===== src/rtl/instr_encoder_loader_pkg.sv =====
// rtl/instr_encoder_loader_pkg.sv - shared op kinds, field codes and FSM state for the instruction loader
package instr_encoder_loader_pkg;

    localparam logic [3:0] OPK_AND = 4'd0;
    localparam logic [3:0] OPK_SUB = 4'd1;
    localparam logic [3:0] OPK_ADD = 4'd2;
    localparam logic [3:0] OPK_ORR = 4'd3;
    localparam logic [3:0] OPK_CMP = 4'd4;
    localparam logic [3:0] OPK_MOV = 4'd5;
    localparam logic [3:0] OPK_LDR = 4'd6;
    localparam logic [3:0] OPK_STR = 4'd7;
    localparam logic [3:0] OPK_B   = 4'd8;
    localparam logic [3:0] OPK_BL  = 4'd9;
    localparam logic [3:0] OPK_BX  = 4'd10;

    // Data-processing cmd codes, as the controller decodes Funct[4:1]
    localparam logic [3:0] CMD_AND = 4'b0000;
    localparam logic [3:0] CMD_SUB = 4'b0010;
    localparam logic [3:0] CMD_ADD = 4'b0100;
    localparam logic [3:0] CMD_CMP = 4'b1010;
    localparam logic [3:0] CMD_ORR = 4'b1100;
    localparam logic [3:0] CMD_MOV = 4'b1101;

    localparam logic [1:0] OP_DP  = 2'b00;
    localparam logic [1:0] OP_MEM = 2'b01;
    localparam logic [1:0] OP_BR  = 2'b10;

    localparam logic [23:0] BX_CONST = 24'h12FFF1;

    typedef enum logic {
        IDLE  = 1'b0,
        WRITE = 1'b1
    } state_t;

    function automatic logic [3:0] dp_cmd_of(input logic [3:0] kind);
        case (kind)
            OPK_SUB: dp_cmd_of = CMD_SUB;
            OPK_ADD: dp_cmd_of = CMD_ADD;
            OPK_ORR: dp_cmd_of = CMD_ORR;
            OPK_CMP: dp_cmd_of = CMD_CMP;
            OPK_MOV: dp_cmd_of = CMD_MOV;
            default: dp_cmd_of = CMD_AND;
        endcase
    endfunction

endpackage


===== src/rtl/instr_word_pack.sv =====
// rtl/instr_word_pack.sv - combinational field-to-word encoder; flags op kinds with no encoding
module instr_word_pack
    import instr_encoder_loader_pkg::*;
(
    input  logic [3:0]  op_kind,
    input  logic [3:0]  cond,
    input  logic [3:0]  rd,
    input  logic [3:0]  rn,
    input  logic [3:0]  rm,
    input  logic        imm_sel,
    input  logic [23:0] imm,
    output logic [31:0] word,
    output logic        legal
);

    logic [11:0] src2;
    logic [3:0]  rd_f;
    logic [3:0]  rn_f;
    logic        s_bit;

    // CMP only sets flags, so S is forced and Rd is zeroed; MOV has no first source
    always_comb begin
        src2  = imm_sel ? imm[11:0] : {imm[11:4], rm};
        s_bit = (op_kind == OPK_CMP);
        rd_f  = (op_kind == OPK_CMP) ? 4'b0000 : rd;
        rn_f  = (op_kind == OPK_MOV) ? 4'b0000 : rn;
    end

    always_comb begin
        word  = '0;
        legal = 1'b1;
        case (op_kind)
            OPK_AND, OPK_SUB, OPK_ADD, OPK_ORR, OPK_CMP, OPK_MOV:
                word = {cond, OP_DP, imm_sel, dp_cmd_of(op_kind), s_bit, rn_f, rd_f, src2};
            OPK_LDR:
                word = {cond, OP_MEM, 5'b01100, 1'b1, rn, rd, imm[11:0]};
            OPK_STR:
                word = {cond, OP_MEM, 5'b01100, 1'b0, rn, rd, imm[11:0]};
            OPK_B:
                word = {cond, OP_BR, 2'b10, imm};
            OPK_BL:
                word = {cond, OP_BR, 2'b11, imm};
            OPK_BX:
                word = {cond, BX_CONST, rm};
            default:
                legal = 1'b0;
        endcase
    end

endmodule


===== src/rtl/instr_encoder_loader.sv =====
// rtl/instr_encoder_loader.sv - accepts symbolic instructions and writes encoded words to sequential memory addresses
module instr_encoder_loader
    import instr_encoder_loader_pkg::*;
#(
    parameter int DEPTH  = 64,
    parameter int ADDR_W = 6
) (
    input  logic              clk,
    input  logic              rst_n,
    input  logic              clr,
    input  logic              in_valid,
    output logic              in_ready,
    input  logic [3:0]        op_kind,
    input  logic [3:0]        cond,
    input  logic [3:0]        rd,
    input  logic [3:0]        rn,
    input  logic [3:0]        rm,
    input  logic              imm_sel,
    input  logic [23:0]       imm,
    output logic              mem_we,
    output logic [ADDR_W-1:0] mem_addr,
    output logic [31:0]       mem_wdata,
    output logic [ADDR_W:0]   count,
    output logic              full,
    output logic              err
);

    localparam logic [ADDR_W:0] DEPTH_C = (ADDR_W + 1)'(DEPTH);

    state_t      state_q;
    state_t      state_d;
    logic [31:0] word;
    logic        legal;
    logic        accept;
    logic [31:0] wdata_q;

    instr_word_pack u_pack (
        .op_kind (op_kind),
        .cond    (cond),
        .rd      (rd),
        .rn      (rn),
        .rm      (rm),
        .imm_sel (imm_sel),
        .imm     (imm),
        .word    (word),
        .legal   (legal)
    );

    assign accept = in_valid & in_ready;

    always_ff @(posedge clk or negedge rst_n) begin
        if (!rst_n) begin
            state_q <= IDLE;
        end else begin
            state_q <= state_d;
        end
    end

    // Illegal requests complete the handshake but never enter WRITE
    always_comb begin
        state_d = state_q;
        if (clr) begin
            state_d = IDLE;
        end else begin
            case (state_q)
                IDLE:    if (accept && legal) state_d = WRITE;
                WRITE:   state_d = IDLE;
                default: state_d = IDLE;
            endcase
        end
    end

    always_comb begin
        in_ready = (state_q == IDLE) & ~full & ~clr;
        mem_we   = (state_q == WRITE) & ~clr;
    end

    always_ff @(posedge clk or negedge rst_n) begin
        if (!rst_n) begin
            wdata_q <= '0;
            count   <= '0;
            full    <= 1'b0;
            err     <= 1'b0;
        end else begin
            if (accept && legal) begin
                wdata_q <= word;
            end
            if (clr) begin
                count <= '0;
                full  <= 1'b0;
                err   <= 1'b0;
            end else begin
                if (mem_we) begin
                    count <= count + 1'b1;
                    full  <= ((count + 1'b1) == DEPTH_C);
                end
                if (accept && !legal) begin
                    err <= 1'b1;
                end
            end
        end
    end

    assign mem_addr  = count[ADDR_W-1:0];
    assign mem_wdata = wdata_q;

endmodule


===== config.mk =====
export PLATFORM = sky130hd
export DESIGN_NAME = instr_encoder_loader
export DESIGN_NICKNAME = d
export VERILOG_FILES = /design/src/rtl/instr_encoder_loader_pkg.sv /design/src/rtl/instr_word_pack.sv /design/src/rtl/instr_encoder_loader.sv
export SDC_FILE = /design/constraint.sdc
export NUM_CORES = 1
export LEC_CHECK = 0
export BUFFER_PORTS_ARGS = -buffer_cell sky130_fd_sc_hd__buf_2
export CAP_MARGIN = 40
export CORE_MARGIN = 2
export CORE_UTILIZATION = 49
export CTS_CLUSTER_DIAMETER = 60
export DETAILED_ROUTE_END_ITERATION = 12
export PLACE_DENSITY = 0.9
export SKIP_LAST_GASP = 1
export SYNTH_ARGS = -nofsm -noshare
export SYNTH_HDL_FRONTEND = slang
export SYNTH_HIERARCHICAL = 1
export SYNTH_SLANG_ARGS = --single-unit

===== constraint.sdc =====
create_clock -name clk -period 1.9 [get_ports clk]
set_input_delay 0 -clock clk [delete_from_list [all_inputs] [get_ports clk]]
set_output_delay 0 -clock clk [all_outputs]
set_load 0.01 [all_outputs]

==> reports/metrics.yaml, run 1 <==
status: "completed"
die_x_um: 76.3
cpMaxStageDelayCell: "dfrtp_1"
cp-startpoint: "count[1]$_DFFE_PN0P_"
synthArstFlopShare_pct: 100
p_leak_uw: 0.00171
io_buffers: 97
syn-num-nets: 282
syn_inst: 231
io_pins: 98
synth_area_um2: 2560
grt_pass1_vias: 1992
worstPathMaxFanout: 9
r2r.worst_path.cells: 5
final_common_cell: "buf_2"
cts.clk_slew.worst_paths_ns: 0.07
antenna_found_initial: 0
critPathKind: "flip-flop to flip-flop"
rows: 26
setup_viol: 0
post-place-cells: 387
utilization_pct: 62.4
first_pass_iters: 6
hold_viol: 0
grt_max_degree: 34
place_hpwl_um: 4250
antenna_cells: 0
synth_edf_count: 0
final_cells: 396
grt_first_pass_wirelength_um: 9350
ys_types: 49
cp_data_arrival_time_ns: 1.86
clock_path_buffers: 2
cts.sink_count: 42
core-area_um2: 5070
p_total_uw: 2520
crit_chain: "ha_1, and3_1, and4_1, o211ai_1, o31ai_1"
numCtsBuffers: 5
grt-ovfl-total: 0
cts-root-buf: "clkbuf_8"
grt_usage_pct: 19.8
critPathRequiredTime_ns: 2.08
clk_latency_ns: 0.29
routed_via_density: 5.18
slew_headroom_pct: 62.1
avgSynthCellArea_um2: 11.1
final-max-slew-violation-count: 0
ys_seq_elements: 42
synth_ff_type: "dfrtp_1"
yosysSeqAreaShare_pct: 41.0
drc: 0
drtIter0Drc: 41
tightest_slew_ns: 0.568
routed_wl_um: 5640
die_area_um2: 5820
yosys_warnings: 6
crit_path_start_kind: "flip-flop"
nNetsFinal: 376
gp_routability_congestion: 0.845
postRouteAntennaNets: 0
placed_area_um2: 3040
htreeDepth: 2
fp.dieH_um: 76.3
critPathMaxStageDelay_ns: 0.50
peakVddDrop_mv: 0.427
syn2layout_area_growth_pct: 23.5
final_cell_mix: "buf_2 (97), dfrtp_1 (42), mux2_4 (29)"
drv_cap: 0
start_util_pct: 50.5
cts.repair.resized: 0
post_drt_wl_per_cell_um: 14.2
cts_tree: "done"
power_density_nw_per_um2: 795
fin_area_um2: 3160
rr_startpoint: "count[1]$_DFFE_PN0P_"
fin_skew_ns: 0.0123
hp-start: "clr"
fin_tns_setup_ns: 0
period_needed_ns: 1.68
min_period_over_period_pct: 88.2
vias: 2051
crit_path_end_kind: "flip-flop"
min-delay-path-class: "input pin to flip-flop"
worstHoldPathCells: 2
rsz0062_at_grt: "no"
drive_gt1_share_pct: 49.4
fmax_mhz: 597
## report_power, final
part	switching [µW]	internal, µW	leakage (µW)	total (µW)
registers	90.3	1040	0.000541	1130
logic	323	407	0.00111	731
clock network	285	367	0.0000575	651
total	698	1820	0.00171	2520
## cell families (layout without fill, tap and decap cells)
group | Yosys count | count (layout) | share of synthesized area [%]
buffers and inverters | 30 | 125 | 7.67
DFF | 42 | 42 | 41.0
AOI/OAI and AO/OA | 43 | 43 | 10.8
adders and majority gates | 2 | 2 | 0.976
and+or+nand+nor | 73 | 73 | 18.0
muxes | 34 | 34 | 19.1
xor gates and xnor gates | 7 | 7 | 2.39
## flip-flops by register name (all words and copies together), names as in the netlist
| signal | cells |
|---|---|
| count | 7 |
| err | 1 |
| state_q | 1 |
| full | 1 |
| mem_wdata | 32 |
## path summary, 6_finish.rpt
check	to	slack (ns)
setup reg to reg	full$_DFFE_PN0P_	0.22
min in group asynchronous	mem_wdata[24]$_DFFE_PN0P_	0.15
hold reg to reg	mem_wdata[13]$_DFFE_PN0P_	0.50
max in group asynchronous	mem_wdata[6]$_DFFE_PN0P_	1.22
hold / removal	count[6]$_DFFE_PN0P_	0.05
setup / recovery	full$_DFFE_PN0P_	0.22
## worst max-delay path: cells and delay by family, from the launching register on
family,cells,cell delay (ns)
adders and majority gates,1,0.25
DFF,1,0.50
AOI/OAI and AO/OA,2,0.33
and+or+nand+nor,2,0.50
## what timing repair did
item / 4_1_cts / 5_1_grt
endpoints found under the hold margin: 42 / 0
endpoints found under the setup margin: 0 / 0
buffers inserted: 0 / 0
hold buffers: 1 / 0
## stage by stage
step,hold slack (ns),setup WS [ns]
3_3_place_gp,-0.0872,0.296
6_report,0.0452,0.225
4_1_cts,0.0395,0.219
5_1_grt,0.0493,0.0978
3_5_place_dp,-0.0871,0.277
2_1_floorplan,-0.296,0.297
## cell usage after synthesis (all sizes together), types with 4 or more instances
| library cell | n | area share (%) |
|---|---|---|
| inv | 10 | 1.5 |
| nor2 | 19 | 2.9 |
| buf | 19 | 6.1 |
| a22o | 5 | 1.7 |
| dfrtp | 42 | 41 |
| xnor2 | 4 | 1.4 |
| a21oi | 17 | 3.3 |
| nand2 | 9 | 1.3 |
| o21ai | 5 | 0.98 |
| nand2b | 10 | 2.5 |
| nand3 | 4 | 1.3 |
| mux2 | 32 | 18 |
| and2 | 5 | 1.2 |
| nor3 | 9 | 3.8 |
| o22ai | 5 | 1.5 |
| nor2b | 7 | 2.1 |
## per-layer routing
metal / global-route usage (%) / vias to the layer above / share of wire [%]
met3: 5.21 / 7 / 7.4
li1: - / 980 / -
met4: 5.27 / 0 / 0.92
met5: 0 / - / 0
met2: 33.0 / 78 / 48
met1: 25.8 / 986 / 43
## layout make-up
cell class	count	area [µm²]
multi-input cells	159	1320
inverters	10	37.5
clock buffers	8	110
fillers	443	1910
repair buffers	107	563
well taps	70	87.6
flip-flops and latches	42	1050
Power figures use the tool's default switching activity.
==> inputs of run 2 (changes only) <==
- ABC_AREA: unset -> 1
==> reports/metrics.yaml, run 2 <==
status: "completed"  # unchanged
critPathRequiredTime_ns: 2.14  # was 2.08 ns
place_hpwl_um: 4890  # was 4250 µm
synth.most_common_cell: "nand2_1"  # was dfrtp_1
routed_wl_um: 6450  # was 5640 µm
syn-num-nets: 418  # was 282
grt_usage_pct: 22.6  # was 19.8%
nNetsFinal: 509  # was 376
io_buffers: 97  # unchanged
numCtsBuffers: 5  # unchanged
die_area_um2: 5910  # was 5820 µm²
fp.dieH_um: 76.8  # was 76.3 µm
regArea_um2: 1050  # unchanged
die_x_um: 76.8  # was 76.3 µm
yosys_warnings: 6  # unchanged
antenna_cells: 0  # unchanged
largest_reg_flops: 32  # unchanged
crit_chain: "nor2_4, inv_2, nor2_4, nand2_4, nor2_8, nand2_1, nand2_1"  # was ha_1, and3_1, and4_1, o211ai_1, o31ai_1
final_cell_mix: "nand2_1 (144), buf_2 (97), dfrtp_1 (42)"  # was buf_2 (97), dfrtp_1 (42), mux2_4 (29)
worstPathMaxFanout: 33  # was 9
drv_cap: 0  # unchanged
min-delay-path-class: "input pin to flip-flop"  # unchanged
ys_seq_elements: 42  # unchanged
p_leak_uw: 0.00192  # was 0.00171 µW
clk_latency_ns: 0.30  # was 0.29 ns
utilization_pct: 62.5  # was 62.4%
grt-ovfl-total: 0  # unchanged
htreeDepth: 2  # unchanged
drc: 0  # unchanged
fin_tns_setup_ns: 0  # unchanged
yosysSeqAreaShare_pct: 40.4  # was 41.0%
grt_max_degree: 40  # was 34
period_needed_ns: 1.59  # was 1.68 ns
yosys-top-cells-area: "dfrtp_1 (40%), nand2_1 (21%), o21ai_0 (7.9%)"  # was dfrtp_1 (41%), mux2_4 (17%), a21oi_1 (3.3%)
slew_headroom_pct: 68.4  # was 62.1%
cts_tree: "done"  # unchanged
routed_via_density: 5.13  # was 5.18
critPathKind: "flip-flop to flip-flop"  # unchanged
fill_cells: 458  # was 443
core-area_um2: 5110  # was 5070 µm²
cpMaxStageDelayCell: "dfrtp_1"  # unchanged
syn2layout_area_growth_pct: 22.9  # was 23.5%
drive_gt1_share_pct: 29.2  # was 49.4%
ys_types: 30  # was 49
min_period_over_period_pct: 83.7  # was 88.2%
setup_viol: 0  # unchanged
synth_top_cell_by_area: "dfrtp_1"  # unchanged
postRouteAntennaNets: 0  # unchanged
cp_data_arrival_time_ns: 1.83  # was 1.86 ns
fmax_mhz: 629  # was 597 MHz
final-max-slew-violation-count: 0  # unchanged
tightest_slew_ns: 0.474  # was 0.568 ns
crit_path_start_kind: "flip-flop"  # unchanged
start_util_pct: 50.9  # was 50.5%
peakVddDrop_mv: 0.290  # was 0.427 mV
grt_first_pass_wirelength_um: 10900  # was 9350 µm
grt_pass1_vias: 2547  # was 1992
synth_common_cells: "nand2_1 (144), dfrtp_1 (42), o21ai_0 (41)"  # was dfrtp_1 (42), mux2_4 (29), nor2_1 (18)
multi_input_area_um2: 1270  # was 1320 µm²
io_pins: 98  # unchanged
synth_edf_count: 0  # unchanged
avgSynthCellArea_um2: 7.08  # was 11.1 µm²
cts.clk_slew.worst_paths_ns: 0.08  # was 0.07 ns
synthArstFlopShare_pct: 100  # unchanged
synth_ff_type: "dfrtp_1"  # unchanged
rows: 26  # unchanged
power_density_nw_per_um2: 735  # was 795 nW/µm²
syn_inst: 367  # was 231
vias: 2714  # was 2051
crit_path_end_kind: "flip-flop"  # unchanged
antenna_found_initial: 0  # unchanged
rsz0062_at_grt: "no"  # unchanged
synth_top_area_share_pct: 40.4  # was 41.0%
drtIter0Drc: 143  # was 41
synth_area_um2: 2600  # was 2560 µm²
first_pass_iters: 5  # was 6
hold_viol: 0  # unchanged
p_total_uw: 2350  # was 2520 µW
clock_path_buffers: 2  # unchanged
critPathMaxStageDelay_ns: 0.42  # was 0.50 ns
cts.sink_count: 42  # unchanged
cts-root-buf: "clkbuf_8"  # unchanged
fin_skew_ns: 0.00681  # was 0.0123 ns
post_drt_wl_per_cell_um: 12.2  # was 14.2 µm
final_common_cell: "nand2_1"  # was buf_2
gp_routability_congestion: 0.859  # was 0.845
post_cts_buffers: 0  # unchanged
## run 2: changes by cell type after synthesis, moves of 5 or more
cell | previous run | this run
and2_1 | 5 | 0
nand2_1 | 9 | 144
nor3_2 | 8 | 0
nand2b_1 | 9 | 0
nor2b_1 | 5 | 0
nor2_1 | 18 | 24
nand3_1 | 3 | 26
a21oi_1 | 17 | 6
o21ai_0 | 4 | 41
mux2_4 | 29 | 0
inv_1 | 10 | 32
nand2_2 | 0 | 9
## run 2: where the power goes
part	internal [µW]	total (µW)	switching, µW	leakage (µW)
Sequential	1010	1080	66.0	0.000554
Clock	387	695	308	0.0000579
Combinational	219	572	353	0.00131
Total	1620	2350	727	0.00192
## run 2: cell families (layout without fill, tap and decap cells)
| kind of cell | Yosys count | count (layout) | synth area share, % |
|---|---|---|---|
| AOI/OAI and AO/OA | 54 | 54 | 11.5 |
| buffers and inverters | 55 | 147 | 10.8 |
| DFF | 42 | 42 | 40.4 |
| adders and majority gates | 2 | 2 | 0.962 |
| xor gates and xnor gates | 1 | 1 | 0.337 |
| and+or+nand+nor | 213 | 213 | 36.0 |
## run 2: critical path, delay by kind of cell (launching register included)
| family | cells | cell delay [ns] |
|---|---|---|
| flops | 1 | 0.42 |
| buf+inv | 1 | 0.09 |
| simple gates | 6 | 1.02 |
## run 2: repair_timing
action                                 CTS  global route
resized for setup                        0             0
setup endpoints to repair                0             0
hold buffers                             1             0
endpoints found under the hold margin   42             0
## run 2: cell type report
| class | instances | share of cell area [%] |
|---|---|---|
| well taps | 70 | 2.74 |
| clock inverters | 3 | 1.25 |
| multi-input cells | 270 | 39.7 |
| clock buffers | 5 | 2.15 |
| inverters | 37 | 4.39 |
| flip-flops and latches | 42 | 32.9 |
| repair buffers | 102 | 16.8 |
## run 2: per-stage QoR
step	worst slack, ns	std cells	hold WS [ns]	cell area, µm²
CTS	0.292	529	0.00260	3190
finish	0.309	529	0.00892	3190
floorplan	0.529	367	-0.296	2600
detailed placement	0.265	520	-0.181	3080
global placement	0.338	519	0.170	3060
global route	0.120	529	0.0110	3190
## run 2: path summary, 6_finish.rpt
check	from	end	slack, ns	cells after the start
max in group asynchronous	rst_n	err$_DFFE_PN0P_	1.44	3
min	imm[18]	mem_wdata[18]$_DFFE_PN0P_	0.009	5
max	state_q$_DFF_PN0_	mem_wdata[0]$_DFFE_PN0P_	0.31	7
min reg2reg	mem_wdata[1]$_DFFE_PN0P_	mem_wdata[1]$_DFFE_PN0P_	0.50	2
min in group asynchronous	rst_n	mem_wdata[11]$_DFFE_PN0P_	0.04	2
max reg2reg	state_q$_DFF_PN0_	mem_wdata[0]$_DFFE_PN0P_	0.31	7
## run 2: routing by layer
metal  share of wire (%)  global-route usage, %  wire length [µm]  vias to the layer above
met5                   0                      0                 0                        -
met4                 2.4                   8.55               158                        0
met3                 6.7                   4.00               432                       20
met2                  49                   39.6              3180                      127
met1                  42                   27.7              2680                     1239
li1                    -                      -                 -                     1328
